File: config.mk
export PLATFORM = sky130hd
export DESIGN_NAME = multicycle_controller_flat
export DESIGN_NICKNAME = d
export VERILOG_FILES = /design/src/rtl/multicycle_controller_pkg.sv /design/src/rtl/multicycle_controller_if.sv /design/src/rtl/multicycle_controller_output_decode.sv /design/src/rtl/multicycle_controller.sv /design/src/flat_wrapper.sv
export SDC_FILE = /design/constraint.sdc
export NUM_CORES = 1
export LEC_CHECK = 0
export CAP_MARGIN = 20
export CORE_MARGIN = 4
export CORE_UTILIZATION = 35
export CTS_CLUSTER_SIZE = 30
export DETAILED_ROUTE_END_ITERATION = 10
export HOLD_SLACK_MARGIN = 0.02
export PLACE_DENSITY = 0.73
export SLEW_MARGIN = 5
export SYNTH_ARGS = -nofsm -noshare
export SYNTH_HDL_FRONTEND = slang
export SYNTH_SLANG_ARGS = --single-unit
File: constraint.sdc
create_clock -name i_clk -period 3.3 [get_ports i_clk]
set_clock_uncertainty 0.2 [all_clocks]
set_input_delay 0.495 -clock i_clk [delete_from_list [all_inputs] [get_ports i_clk]]
set_output_delay 0.495 -clock i_clk [all_outputs]
set_load 0.02 [all_outputs]
File: src/rtl/multicycle_controller_pkg.sv
// Shared encodings for the multicycle RV32I control path: FSM states,
// opcodes, ALUOp and datapath mux selects, plus the control-word layout.
package core_ctrl_pkg;

    // Controller states; FETCH must stay at 0 so a cleared register means FETCH.
    typedef enum logic [3:0] {
        S_FETCH    = 4'd0,
        S_DECODE   = 4'd1,
        S_MEMADR   = 4'd2,
        S_MEMREAD  = 4'd3,
        S_MEMWB    = 4'd4,
        S_MEMWRITE = 4'd5,
        S_EXECR    = 4'd6,
        S_EXECI    = 4'd7,
        S_ALUWB    = 4'd8,
        S_BRANCH   = 4'd9,
        S_JAL      = 4'd10,
        S_ILLEGAL  = 4'd11
    } state_e;

    // Supported major opcodes (instruction[6:0]).
    localparam logic [6:0] OP_LOAD   = 7'b0000011;
    localparam logic [6:0] OP_STORE  = 7'b0100011;
    localparam logic [6:0] OP_RTYPE  = 7'b0110011;
    localparam logic [6:0] OP_ITYPE  = 7'b0010011;
    localparam logic [6:0] OP_BRANCH = 7'b1100011;
    localparam logic [6:0] OP_JAL    = 7'b1101111;

    // ALUOp as consumed by the ALU decoder.
    typedef enum logic [1:0] {
        ALUOP_ADD   = 2'b00,
        ALUOP_SUB   = 2'b01,
        ALUOP_FUNCT = 2'b10
    } alu_op_e;

    // Register-file write-back source.
    typedef enum logic [1:0] {
        RES_ALUOUT    = 2'b00,
        RES_RDATA     = 2'b01,
        RES_ALURESULT = 2'b10
    } result_src_e;

    // ALU operand A source.
    typedef enum logic [1:0] {
        SRCA_PC    = 2'b00,
        SRCA_OLDPC = 2'b01,
        SRCA_RS1   = 2'b10
    } alu_src_a_e;

    // ALU operand B source.
    typedef enum logic [1:0] {
        SRCB_RS2  = 2'b00,
        SRCB_IMM  = 2'b01,
        SRCB_FOUR = 2'b10
    } alu_src_b_e;

    // Per-state control word. The *_commit / branch_pc / mem_wait flags are
    // qualified with live inputs (i_memReady, i_zero, i_funct3) in the top.
    typedef struct packed {
        logic        pc_write;      // unconditional PC update
        logic        fetch_commit;  // PC and IR update when memory is ready
        logic        branch_pc;     // PC update on branch-taken condition
        logic        adr_src;
        logic        mem_read;
        logic        mem_write;
        logic        reg_write;
        logic        illegal;
        logic        mem_wait;      // state stalls on i_memReady
        result_src_e result_src;
        alu_src_a_e  alu_src_a;
        alu_src_b_e  alu_src_b;
        alu_op_e     alu_op;
    } ctrl_word_t;

    // Instruction class selection made in DECODE.
    function automatic state_e decode_opcode(input logic [6:0] opcode);
        state_e nxt;
        case (opcode)
            OP_LOAD, OP_STORE: nxt = S_MEMADR;
            OP_RTYPE:          nxt = S_EXECR;
            OP_ITYPE:          nxt = S_EXECI;
            OP_BRANCH:         nxt = S_BRANCH;
            OP_JAL:            nxt = S_JAL;
            default:           nxt = S_ILLEGAL;
        endcase
        return nxt;
    endfunction

endpackage

File: src/rtl/multicycle_controller_if.sv
// Controller <-> datapath bundle: instruction fields and status flags in,
// enables and mux selects out. Signal names are from the controller's view.
interface multicycle_controller_if;

    logic [6:0] i_opcode;
    logic [2:0] i_funct3;
    logic       i_zero;
    logic       i_memReady;

    logic       o_PCWrite;
    logic       o_AdrSrc;
    logic       o_MemRead;
    logic       o_MemWrite;
    logic       o_IRWrite;
    logic       o_RegWrite;
    logic [1:0] o_ResultSrc;
    logic [1:0] o_ALUSrcA;
    logic [1:0] o_ALUSrcB;
    logic [1:0] o_ALUOp;
    logic       o_illegal;
    logic       o_memTimeout;

    // Controller side.
    modport master (
        input  i_opcode, i_funct3, i_zero, i_memReady,
        output o_PCWrite, o_AdrSrc, o_MemRead, o_MemWrite, o_IRWrite,
               o_RegWrite, o_ResultSrc, o_ALUSrcA, o_ALUSrcB, o_ALUOp,
               o_illegal, o_memTimeout
    );

    // Datapath / instruction-register side.
    modport slave (
        output i_opcode, i_funct3, i_zero, i_memReady,
        input  o_PCWrite, o_AdrSrc, o_MemRead, o_MemWrite, o_IRWrite,
               o_RegWrite, o_ResultSrc, o_ALUSrcA, o_ALUSrcB, o_ALUOp,
               o_illegal, o_memTimeout
    );

endinterface

File: src/rtl/multicycle_controller_output_decode.sv
// Pure state -> control-word map for the multicycle controller.
// Input-dependent qualification is left to the top level.
module mc_output_decode
    import core_ctrl_pkg::*;
(
    input  state_e     state_i,
    output ctrl_word_t ctrl_o
);

    // Control word per state; anything not set stays 0.
    always_comb begin
        // NOTE: every field gets a value before the case so no path leaves
        // it unassigned, which would otherwise infer a latch.
        ctrl_o = '0;
        case (state_i)
            S_FETCH: begin
                ctrl_o.mem_read     = 1'b1;
                ctrl_o.fetch_commit = 1'b1;
                ctrl_o.mem_wait     = 1'b1;
                ctrl_o.alu_src_a    = SRCA_PC;
                ctrl_o.alu_src_b    = SRCB_FOUR;
                ctrl_o.alu_op       = ALUOP_ADD;
                ctrl_o.result_src   = RES_ALURESULT;
            end
            S_DECODE: begin
                ctrl_o.alu_src_a = SRCA_OLDPC;
                ctrl_o.alu_src_b = SRCB_IMM;
                ctrl_o.alu_op    = ALUOP_ADD;
            end
            S_MEMADR: begin
                ctrl_o.alu_src_a = SRCA_RS1;
                ctrl_o.alu_src_b = SRCB_IMM;
                ctrl_o.alu_op    = ALUOP_ADD;
            end
            S_MEMREAD: begin
                ctrl_o.mem_read   = 1'b1;
                ctrl_o.adr_src    = 1'b1;
                ctrl_o.mem_wait   = 1'b1;
                ctrl_o.result_src = RES_ALUOUT;
            end
            S_MEMWB: begin
                ctrl_o.result_src = RES_RDATA;
                ctrl_o.reg_write  = 1'b1;
            end
            S_MEMWRITE: begin
                ctrl_o.mem_write  = 1'b1;
                ctrl_o.adr_src    = 1'b1;
                ctrl_o.mem_wait   = 1'b1;
                ctrl_o.result_src = RES_ALUOUT;
            end
            S_EXECR: begin
                ctrl_o.alu_src_a = SRCA_RS1;
                ctrl_o.alu_src_b = SRCB_RS2;
                ctrl_o.alu_op    = ALUOP_FUNCT;
            end
            S_EXECI: begin
                ctrl_o.alu_src_a = SRCA_RS1;
                ctrl_o.alu_src_b = SRCB_IMM;
                ctrl_o.alu_op    = ALUOP_FUNCT;
            end
            S_ALUWB: begin
                ctrl_o.result_src = RES_ALUOUT;
                ctrl_o.reg_write  = 1'b1;
            end
            S_BRANCH: begin
                ctrl_o.alu_src_a  = SRCA_RS1;
                ctrl_o.alu_src_b  = SRCB_RS2;
                ctrl_o.alu_op     = ALUOP_SUB;
                ctrl_o.result_src = RES_ALUOUT;
                ctrl_o.branch_pc  = 1'b1;
            end
            S_JAL: begin
                ctrl_o.alu_src_a  = SRCA_OLDPC;
                ctrl_o.alu_src_b  = SRCB_FOUR;
                ctrl_o.alu_op     = ALUOP_ADD;
                ctrl_o.result_src = RES_ALUOUT;
                ctrl_o.pc_write   = 1'b1;
            end
            S_ILLEGAL: begin
                ctrl_o.illegal = 1'b1;
            end
            default: begin
                ctrl_o = '0;
            end
        endcase
    end

endmodule

File: src/rtl/multicycle_controller.sv
// Main control FSM of the multicycle RV32I core: sequences fetch, decode,
// execute, memory and write-back, stalls on the memory ready handshake and
// flags memory waits that run past MEM_WAIT_MAX cycles.
module multicycle_controller
    import core_ctrl_pkg::*;
#(
    parameter int unsigned MEM_WAIT_MAX = 16
)
(
    input  logic                    i_clk,
    input  logic                    i_rst,
    multicycle_controller_if.master bus
);

    localparam int unsigned CNT_W = (MEM_WAIT_MAX < 2) ? 1 : $clog2(MEM_WAIT_MAX + 1);
    localparam logic [CNT_W-1:0] WAIT_MAX_C = CNT_W'(MEM_WAIT_MAX);
    localparam logic TIMEOUT_EN = (MEM_WAIT_MAX != 0);

    state_e           state_q, state_d;
    logic [CNT_W-1:0] wait_cnt_q, wait_cnt_d;
    logic             timeout_q, timeout_d;

    state_e     dec_state;
    ctrl_word_t ctrl;
    logic       en_ok;
    logic       stall;
    logic       branch_taken;

    // Only funct3[0] selects between beq and bne; the upper bits are don't-care.
    logic unused_funct3_hi;
    assign unused_funct3_hi = ^bus.i_funct3[2:1];

    // While reset is held the outputs show FETCH selects with enables off.
    assign dec_state = i_rst ? S_FETCH : state_q;
    assign en_ok     = ~i_rst;

    mc_output_decode u_output_decode (
        .state_i (dec_state),
        .ctrl_o  (ctrl)
    );

    assign stall        = ctrl.mem_wait & ~bus.i_memReady;
    assign branch_taken = bus.i_zero ^ bus.i_funct3[0];

    // Next-state selection; memory states hold until i_memReady.
    always_comb begin
        state_d = state_q;
        case (state_q)
            S_FETCH:    if (bus.i_memReady) state_d = S_DECODE;
            S_DECODE:   state_d = decode_opcode(bus.i_opcode);
            S_MEMADR:   state_d = bus.i_opcode[5] ? S_MEMWRITE : S_MEMREAD;
            S_MEMREAD:  if (bus.i_memReady) state_d = S_MEMWB;
            S_MEMWB:    state_d = S_FETCH;
            S_MEMWRITE: if (bus.i_memReady) state_d = S_FETCH;
            S_EXECR:    state_d = S_ALUWB;
            S_EXECI:    state_d = S_ALUWB;
            S_ALUWB:    state_d = S_FETCH;
            S_BRANCH:   state_d = S_FETCH;
            S_JAL:      state_d = S_ALUWB;
            S_ILLEGAL:  state_d = S_FETCH;
            default:    state_d = S_FETCH;
        endcase
    end

    // Saturating stall counter, cleared whenever the state moves; the timeout
    // flag is sticky and never aborts the pending access.
    always_comb begin
        wait_cnt_d = wait_cnt_q;
        if (state_d != state_q) begin
            wait_cnt_d = '0;
        end else if (stall && (wait_cnt_q != WAIT_MAX_C)) begin
            wait_cnt_d = wait_cnt_q + 1'b1;
        end
        timeout_d = timeout_q | (TIMEOUT_EN & (wait_cnt_d == WAIT_MAX_C));
    end

    // State, counter and timeout registers with synchronous reset.
    always_ff @(posedge i_clk) begin
        // NOTE: non-blocking assignments so every register samples the
        // pre-edge values, independent of statement order.
        if (i_rst) begin
            state_q    <= S_FETCH;
            wait_cnt_q <= '0;
            timeout_q  <= 1'b0;
        end else begin
            state_q    <= state_d;
            wait_cnt_q <= wait_cnt_d;
            timeout_q  <= timeout_d;
        end
    end

    // Enables are gated by reset; conditional ones are qualified by live inputs.
    assign bus.o_PCWrite    = en_ok & (ctrl.pc_write
                                     | (ctrl.fetch_commit & bus.i_memReady)
                                     | (ctrl.branch_pc & branch_taken));
    assign bus.o_IRWrite    = en_ok & ctrl.fetch_commit & bus.i_memReady;
    assign bus.o_MemRead    = en_ok & ctrl.mem_read;
    assign bus.o_MemWrite   = en_ok & ctrl.mem_write;
    assign bus.o_RegWrite   = en_ok & ctrl.reg_write;
    assign bus.o_illegal    = en_ok & ctrl.illegal;
    assign bus.o_AdrSrc     = ctrl.adr_src;
    assign bus.o_ResultSrc  = ctrl.result_src;
    assign bus.o_ALUSrcA    = ctrl.alu_src_a;
    assign bus.o_ALUSrcB    = ctrl.alu_src_b;
    assign bus.o_ALUOp      = ctrl.alu_op;
    assign bus.o_memTimeout = timeout_q;

endmodule

File: src/flat_wrapper.sv
// flat-port wrapper written by rule: the top's interface ports become plain ports
module multicycle_controller_flat import core_ctrl_pkg::*;
#(
    parameter int unsigned MEM_WAIT_MAX = 16
)
  (i_clk, i_rst, bus_i_opcode, bus_i_funct3, bus_i_zero, bus_i_memReady, bus_o_PCWrite, bus_o_AdrSrc, bus_o_MemRead, bus_o_MemWrite, bus_o_IRWrite, bus_o_RegWrite, bus_o_ResultSrc, bus_o_ALUSrcA, bus_o_ALUSrcB, bus_o_ALUOp, bus_o_illegal, bus_o_memTimeout);
  multicycle_controller_if bus_i ();
  input  logic i_clk;
  input  logic i_rst;
  input wire logic [$bits(bus_i.i_opcode)-1:0] bus_i_opcode;
  input wire logic [$bits(bus_i.i_funct3)-1:0] bus_i_funct3;
  input wire logic [$bits(bus_i.i_zero)-1:0] bus_i_zero;
  input wire logic [$bits(bus_i.i_memReady)-1:0] bus_i_memReady;
  output wire logic [$bits(bus_i.o_PCWrite)-1:0] bus_o_PCWrite;
  output wire logic [$bits(bus_i.o_AdrSrc)-1:0] bus_o_AdrSrc;
  output wire logic [$bits(bus_i.o_MemRead)-1:0] bus_o_MemRead;
  output wire logic [$bits(bus_i.o_MemWrite)-1:0] bus_o_MemWrite;
  output wire logic [$bits(bus_i.o_IRWrite)-1:0] bus_o_IRWrite;
  output wire logic [$bits(bus_i.o_RegWrite)-1:0] bus_o_RegWrite;
  output wire logic [$bits(bus_i.o_ResultSrc)-1:0] bus_o_ResultSrc;
  output wire logic [$bits(bus_i.o_ALUSrcA)-1:0] bus_o_ALUSrcA;
  output wire logic [$bits(bus_i.o_ALUSrcB)-1:0] bus_o_ALUSrcB;
  output wire logic [$bits(bus_i.o_ALUOp)-1:0] bus_o_ALUOp;
  output wire logic [$bits(bus_i.o_illegal)-1:0] bus_o_illegal;
  output wire logic [$bits(bus_i.o_memTimeout)-1:0] bus_o_memTimeout;
  assign bus_i.i_opcode = bus_i_opcode;
  assign bus_i.i_funct3 = bus_i_funct3;
  assign bus_i.i_zero = bus_i_zero;
  assign bus_i.i_memReady = bus_i_memReady;
  assign bus_o_PCWrite = bus_i.o_PCWrite;
  assign bus_o_AdrSrc = bus_i.o_AdrSrc;
  assign bus_o_MemRead = bus_i.o_MemRead;
  assign bus_o_MemWrite = bus_i.o_MemWrite;
  assign bus_o_IRWrite = bus_i.o_IRWrite;
  assign bus_o_RegWrite = bus_i.o_RegWrite;
  assign bus_o_ResultSrc = bus_i.o_ResultSrc;
  assign bus_o_ALUSrcA = bus_i.o_ALUSrcA;
  assign bus_o_ALUSrcB = bus_i.o_ALUSrcB;
  assign bus_o_ALUOp = bus_i.o_ALUOp;
  assign bus_o_illegal = bus_i.o_illegal;
  assign bus_o_memTimeout = bus_i.o_memTimeout;
  multicycle_controller #(.MEM_WAIT_MAX(MEM_WAIT_MAX)) u_core (.i_clk(i_clk), .i_rst(i_rst), .bus(bus_i));
endmodule
==> impl_results.md, run 1 <==
* Status: completed
* Area leader, netlist: dfxtp_1
* R2R Path Start: u_core.state_q[1]$_SDFF_PP0_
* Most common cell in the netlist: nor2_1
* Fillers at 255
* Commonest cells in the netlist: nor2_1, dfxtp_1, nand2_1
* Design Power at 0.000436 W
* Post-route ant nets at 0
* Worst slew pin tran at 610 ps
* Final hold vios at 0
* Wire per inst at 13.2 µm
* Area growth, synth to finish at 32.5%
* RSZ-0062 raised after global routing: no
* Clk_lat worst skew at 270 ps
* Peak supply drop at 226 µV
* Worst EP required at 2600 ps
* Util after Layout at 50.3%
* Final worst slack at 331 ps
* Htree depth at 1
* CTS tree: yes
* Worst reg-to-reg setup slack at 890 ps
* Fin crit share at 90.0%
* CP Capture Type: output port
* CP max-delay cell: dfxtp_1
* Starting Density at 38.0%
* Via-to-Cell Ratio at 5.76
* #FFs+latches synth at 10
* Pleak at 0.475 nW
* Worst path max stage delay at 710 ps
* Via count at 1059
* Max-cap viol count at 0
* Post-CTS setup buffer count at 0
* Detailed-router iteration count before antenna repair at 4
* Overflow after GRT at 0
* Routability cong. at 0.799
* Total Routing Usage GR at 15.1%
* Mapped Cells at 129
* PostCTS Resize Cnt at 0
* Fin nets at 171
* Critical R2R Capture: u_core.bus.o_memTimeout$_SDFF_PP0_
* Pin count of the biggest net entering global routing at 19
* Worst Setup Path Type: flop to output port
* Main synth FF type: dfxtp_1
* Distinct cells, synth at 45
* Total length of routed wires at 2.43 mm
* Die H at 60.5 µm
* Die Span X at 60.5 µm
* Reg2reg path depth at 6
* Yosys warnings at 0
* Full die area at 3660 µm²
* Crit-path cells: nand2b_1 -> a2111oi_0 -> clkdlybuf4s50_1
* Syn Area/Cell at 7.49 µm²
* Clock Path Buffers at 2
* Top-area cell type share of the netlist area at 20.7%
* TritonCTS buffer count at 3
* Mapped Area at 966 µm²
* Total Neg Setup Slack at 0 ps
* First-pass GRT wire length at 4.31 mm
* Post-synth EDFFs at 0
* Antenna diodes at 0
* Top-Level Pins at 30
* Synthesized Nets at 145
* Final slew viol count at 0
* Initial antenna violation count at 0
* Hold-fix buffer count after cts at 0
* Clock sink count at 10
* Remaining DRCs at 0
* Synth top area cells: dfxtp_1, nor2_1, nor3_1, nand2_1, nand2b_1
* DR iter-0 viols at 41
* CP Max Fanout at 18
* Worst setup SP type: flop
* Post-Place Worst Slack at 517 ps
* Worst Setup EP: bus_o_RegWrite
* Vias in the first global route at 1008
* Ys async rst share at 0%
* Final setup viols at 0
* Tmin final at 2970 ps
* Ratio of cells with drive above 1 in the final layout at 11.0%
* Clk pin slew, worst setup/hold paths at 70 ps
* Pwr per Cell Area at 341 nW/µm²
* Seq/Total Area, Yosys at 20.7%
* Hold/Removal Path Class: flop to flop
* I/O Buffers at 27
* Row count at 18
* Relative slew slack at 59.3%
* Root Buffer: clkbuf_4
* Fmax at 337 MHz
* Core Box Area at 2540 µm²
* HPWL Detailed at 1.79 mm
* CP startpoint: u_core.state_q[2]$_SDFF_PP0_
* Worst EP arrival at 2270 ps
==> sequential cells by signal (all words and copies together) (netlist names) <==
register	count
u_core.state_q	4
u_core.wait_cnt_q	5
u_core.bus.o_memTimeout	1
==> worst min path at each step <==
stage,from,end,slack [ps],depth (start not counted)
floorplan,u_core.wait_cnt_q[4]$_SDFF_PP0_,u_core.wait_cnt_q[4]$_SDFF_PP0_,310,2
global placement,u_core.bus.o_memTimeout$_SDFF_PP0_,u_core.bus.o_memTimeout$_SDFF_PP0_,260,2
detailed placement,u_core.bus.o_memTimeout$_SDFF_PP0_,u_core.bus.o_memTimeout$_SDFF_PP0_,250,2
CTS,u_core.bus.o_memTimeout$_SDFF_PP0_,u_core.bus.o_memTimeout$_SDFF_PP0_,280,2
global route,u_core.bus.o_memTimeout$_SDFF_PP0_,u_core.bus.o_memTimeout$_SDFF_PP0_,330,2
finish,u_core.bus.o_memTimeout$_SDFF_PP0_,u_core.bus.o_memTimeout$_SDFF_PP0_,280,2
==> where the power goes <==
part / total [W] / switching, W / internal, W
Combinational: 0.000183 / 0.0000941 / 0.0000884
Sequential: 0.000144 / 0.0000165 / 0.000127
Clock: 0.000110 / 0.0000432 / 0.0000670
==> through the flow <==
| step | hold WS [ps] | instance area (µm²) | std cells |
|---|---|---|---|
| after floorplan | 306 | 966 | 129 |
| after global placement | 262 | 1240 | 180 |
| after detailed placement | 251 | 1240 | 180 |
| after CTS | 283 | 1280 | 184 |
| after global routing | 334 | 1280 | 184 |
| final | 276 | 1280 | 184 |
==> layer usage <==
metal	up-vias	global-route usage (%)	routed length, µm
met5	-	0	0
met4	0	4.02	0
met3	0	3.83	96
met2	29	26.1	1230
met1	507	18.8	1110
li1	523	-	-
==> logic make-up after synthesis <==
group,after synthesis,share of synthesized area [%]
buffers and inverters,15,8.16
multiplexers,4,4.27
flip-flops,10,20.7
XOR/XNOR,5,4.53
AND/OR/NAND/NOR,67,38.6
adder cells (fa/ha/maj),2,2.59
AO/OA/AOI/OAI,26,21.1
==> worst max-delay path: cells and delay by family, from the launching register on <==
family / cells / cell delay [ps]
flops: 1 / 710
simple gates: 1 / 160
buf+inv: 1 / 690
compound gates: 1 / 440
==> layout by cell type (no fill, tap or decap), types with 2 or more instances in the layout <==
cell and instances:
ha_1 2, a21oi_1 5, nor2b_1 5, nand2b_1 5, a31oi_1 4, nor2_1 20, dfxtp_1 10, buf_4 4
nand4_1 3, and3_1 4, or3_4 2, o22ai_1 2, nand4bb_1 2, nor3_1 8, xnor2_1 3, clkdlybuf4s50_1 27
nand2_1 9, xor2_1 2, o41ai_1 2, mux2i_1 3, o21ai_0 3, clkbuf_4 3, inv_1 4
==> area by class of cell <==
cell class | count | area (µm²) | area share [%]
clock buffer | 4 | 36.3 | 2.83
inverter | 5 | 18.8 | 1.47
multi-input combinational | 104 | 687 | 53.7
sequential | 10 | 200 | 15.6
tap | 30 | 37.5 | 2.93
timing repair buffer | 31 | 300 | 23.5
Note: power is estimated with default switching activity, not from simulation.
==> run 2, diff against run 1 <==
--- a/config.mk
+++ b/config.mk
@@ -12,7 +12,7 @@
 export DETAILED_ROUTE_END_ITERATION = 10
 export HOLD_SLACK_MARGIN = 0.02
 export PLACE_DENSITY = 0.73
-export SLEW_MARGIN = 5
+export SLEW_MARGIN = 20
 export SYNTH_ARGS = -nofsm -noshare
 export SYNTH_HDL_FRONTEND = slang
 export SYNTH_SLANG_ARGS = --single-unit
==> results of run 2 <==
No change in the layout: final DEF, timing and power equal those of run 1.
==> run 3, diff against run 2 <==
==> constraint.sdc (replaced) <==
create_clock -name i_clk -period 3.61 [get_ports i_clk]
set_clock_uncertainty 0.2 [all_clocks]
set_input_delay 0.5415 -clock i_clk [delete_from_list [all_inputs] [get_ports i_clk]]
set_output_delay 0.5415 -clock i_clk [all_outputs]
set_load 0.02 [all_outputs]
==> run 3 against run 2 <==
Cell count decreased by 1.6%. Sequential power decreased by 3%. Largest cell class unchanged. Largest power group unchanged. Critical path depth increased by 1. Design area decreased by 1.8%. Via count decreased by 2.2%. First-iteration DRC count decreased by 2.4%. Wire length increased by 3.7%. Sequential share of layout area increased by 0.28 points. Clock-buffer cell count unchanged. Non-clock buffer count decreased by 3.
==> impl_results.md, run 3 (synthesis results as in run 1) <==
* Total length of routed wires at 2.52 mm (+3.7%)
* Clock Path Buffers at 2 (unchanged)
* Fillers at 252 (-1.2%)
* Pwr per Cell Area at 314 nW/µm² (-8.0%)
* Register area at 200 µm² (unchanged)
* TritonCTS buffer count at 3 (unchanged)
* Die H at 60.5 µm (unchanged)
* HPWL Detailed at 1.79 mm (about the same)
* Fmax at 325 MHz
* Fin crit share at 85.2%
* Routability cong. at 0.808 (+1.1%)
* Final hold vios at 0 (unchanged)
* Ratio of cells with drive above 1 in the final layout at 9.27% (-1.8 points)
* Root Buffer: clkbuf_4
* Peak supply drop at 214 µV (-5.4%)
* Vias in the first global route at 983 (-2.5%)
* Min-Delay Path Depth at 2 (unchanged)
* Layout Cells excl Fill at 181 (-1.6%)
* Final slew viol count at 0 (unchanged)
* CTS tree: yes
* Full die area at 3660 µm² (unchanged)
* Max FFs per register at 5 (unchanged)
* Design Power at 0.000394 W (-9.7%)
* Remaining DRCs at 0 (unchanged)
* Area growth, synth to finish at 30.2%
* Worst Setup Path Type: flop to output port
* Pin count of the biggest net entering global routing at 22 (+3)
* Row count at 18 (unchanged)
* Placed insts at 177 (-1.7%)
* Clock sink count at 10 (unchanged)
* Worst setup SP type: flop
* Die Span X at 60.5 µm (unchanged)
* Core Box Area at 2540 µm² (unchanged)
* Detailed-router iteration count before antenna repair at 6 (+2)
* Clk_lat worst skew at 270 ps (about the same)
* Biggest register: u_core.wait_cnt_q
* Final Cell Area at 1260 µm² (-1.8%)
* Reg2reg path depth at 6 (unchanged)
* Antenna diodes at 0 (unchanged)
* Tmin final at 3080 ps
* Overflow after GRT at 0 (unchanged)
* Pleak at 0.460 nW (-3.2%)
* Final setup viols at 0 (unchanged)
* RSZ-0062 raised after global routing: no
* Initial antenna violation count at 0 (unchanged)
* Post-CTS setup buffer count at 0 (unchanged)
* CP Capture Type: output port
* Fin nets at 168 (-1.8%)
* Status: completed
* Total Routing Usage GR at 14.9% (-0.21 points)
* Worst path max stage delay at 750 ps (+40 ps)
* CP Max Fanout at 21 (+3)
* CP max-delay cell: dfxtp_1
* Commonest non-fill, non-tap cell in the layout: clkdlybuf4s50_1
* Top-Level Pins at 30 (unchanged)
* Most frequent cells in the layout: clkdlybuf4s50_1, nor2_1, dfxtp_1
* Hold-fix buffer count after cts at 0 (unchanged)
* Starting Density at 38.0% (unchanged)
* Via-to-Cell Ratio at 5.72 (-0.55%)
* Area of the multi-input gates at 687 µm² (unchanged)
* Worst EP required at 2870 ps (+270 ps)
* PostCTS Resize Cnt at 0 (unchanged)
* Worst EP arrival at 2330 ps (+60 ps)
* Worst slew pin tran at 673 ps (+63.2 ps)
* DR iter-0 viols at 40 (-2.4%)
* First-pass GRT wire length at 4.34 mm (+0.65%)
* Clk pin slew, worst setup/hold paths at 70 ps (about the same)
* Total Neg Setup Slack at 0 ps (unchanged)
* Relative slew slack at 55.1% (-4.2 points)
* Max-cap viol count at 0 (unchanged)
* Post-route ant nets at 0 (unchanged)
* Hold/Removal Path Class: flop to flop
* Placed instance area at 1220 µm² (-1.8%)
* Via count at 1036 (-2.2%)
* I/O Buffers at 27 (unchanged)
* Wire per inst at 13.9 µm (+5.4%)
* Crit-path cells: nand2b_1 -> o21ai_0 -> a21o_1 -> clkdlybuf4s50_1
* Htree depth at 1 (unchanged)
run 3: metal layers:
metal  track usage (%)  vias to the layer above  wire length, µm
li1                  -                      514                -
met1              20.8                      494             1160
met2              25.3                       26             1280
met3              1.91                        2               69
met4              1.86                        0               15
met5                 0                        -                0
run 3: power by group:
group / internal (W) / total, W / switching, W / leakage (nW)
clock network: 0.0000612 / 0.000100 / 0.0000389 / 0.0210
registers: 0.000116 / 0.000139 / 0.0000232 / 0.0812
logic: 0.0000768 / 0.000155 / 0.0000779 / 0.357
total: 0.000254 / 0.000394 / 0.000140 / 0.460
run 3: critical path, delay by kind of cell (launching register included):
family	cells	cell delay, ps
flops	1	750
simple gates	1	430
compound gates	2	350
buf+inv	1	530
run 3: path summary, 6_finish.rpt:
kind / startpoint / end / slack, ps
min: u_core.bus.o_memTimeout$_SDFF_PP0_ / u_core.bus.o_memTimeout$_SDFF_PP0_ / 270
max reg2reg: u_core.state_q[1]$_SDFF_PP0_ / u_core.bus.o_memTimeout$_SDFF_PP0_ / 1000
min reg2reg: u_core.bus.o_memTimeout$_SDFF_PP0_ / u_core.bus.o_memTimeout$_SDFF_PP0_ / 270
max: u_core.state_q[1]$_SDFF_PP0_ / bus_o_PCWrite / 530
run 3: layout make-up:
type,instances,share of cell area (%)
clock buffer,4,2.89
inverter,5,1.49
multi-input combinational,104,54.6
sequential,10,15.9
tap,30,2.99
timing repair buffer,28,22.1
run 3: per-stage QoR:
| step | utilization, % | setup WS [ps] | hold WS [ps] |
|---|---|---|---|
| floorplan | - | 913 | 306 |
| detailed placement | 48.0 | 648 | 239 |
| global placement | 48.0 | 662 | 261 |
| CTS | 49.4 | 522 | 268 |
| global route | 49.4 | 344 | 321 |
| finish | 49.4 | 535 | 266 |
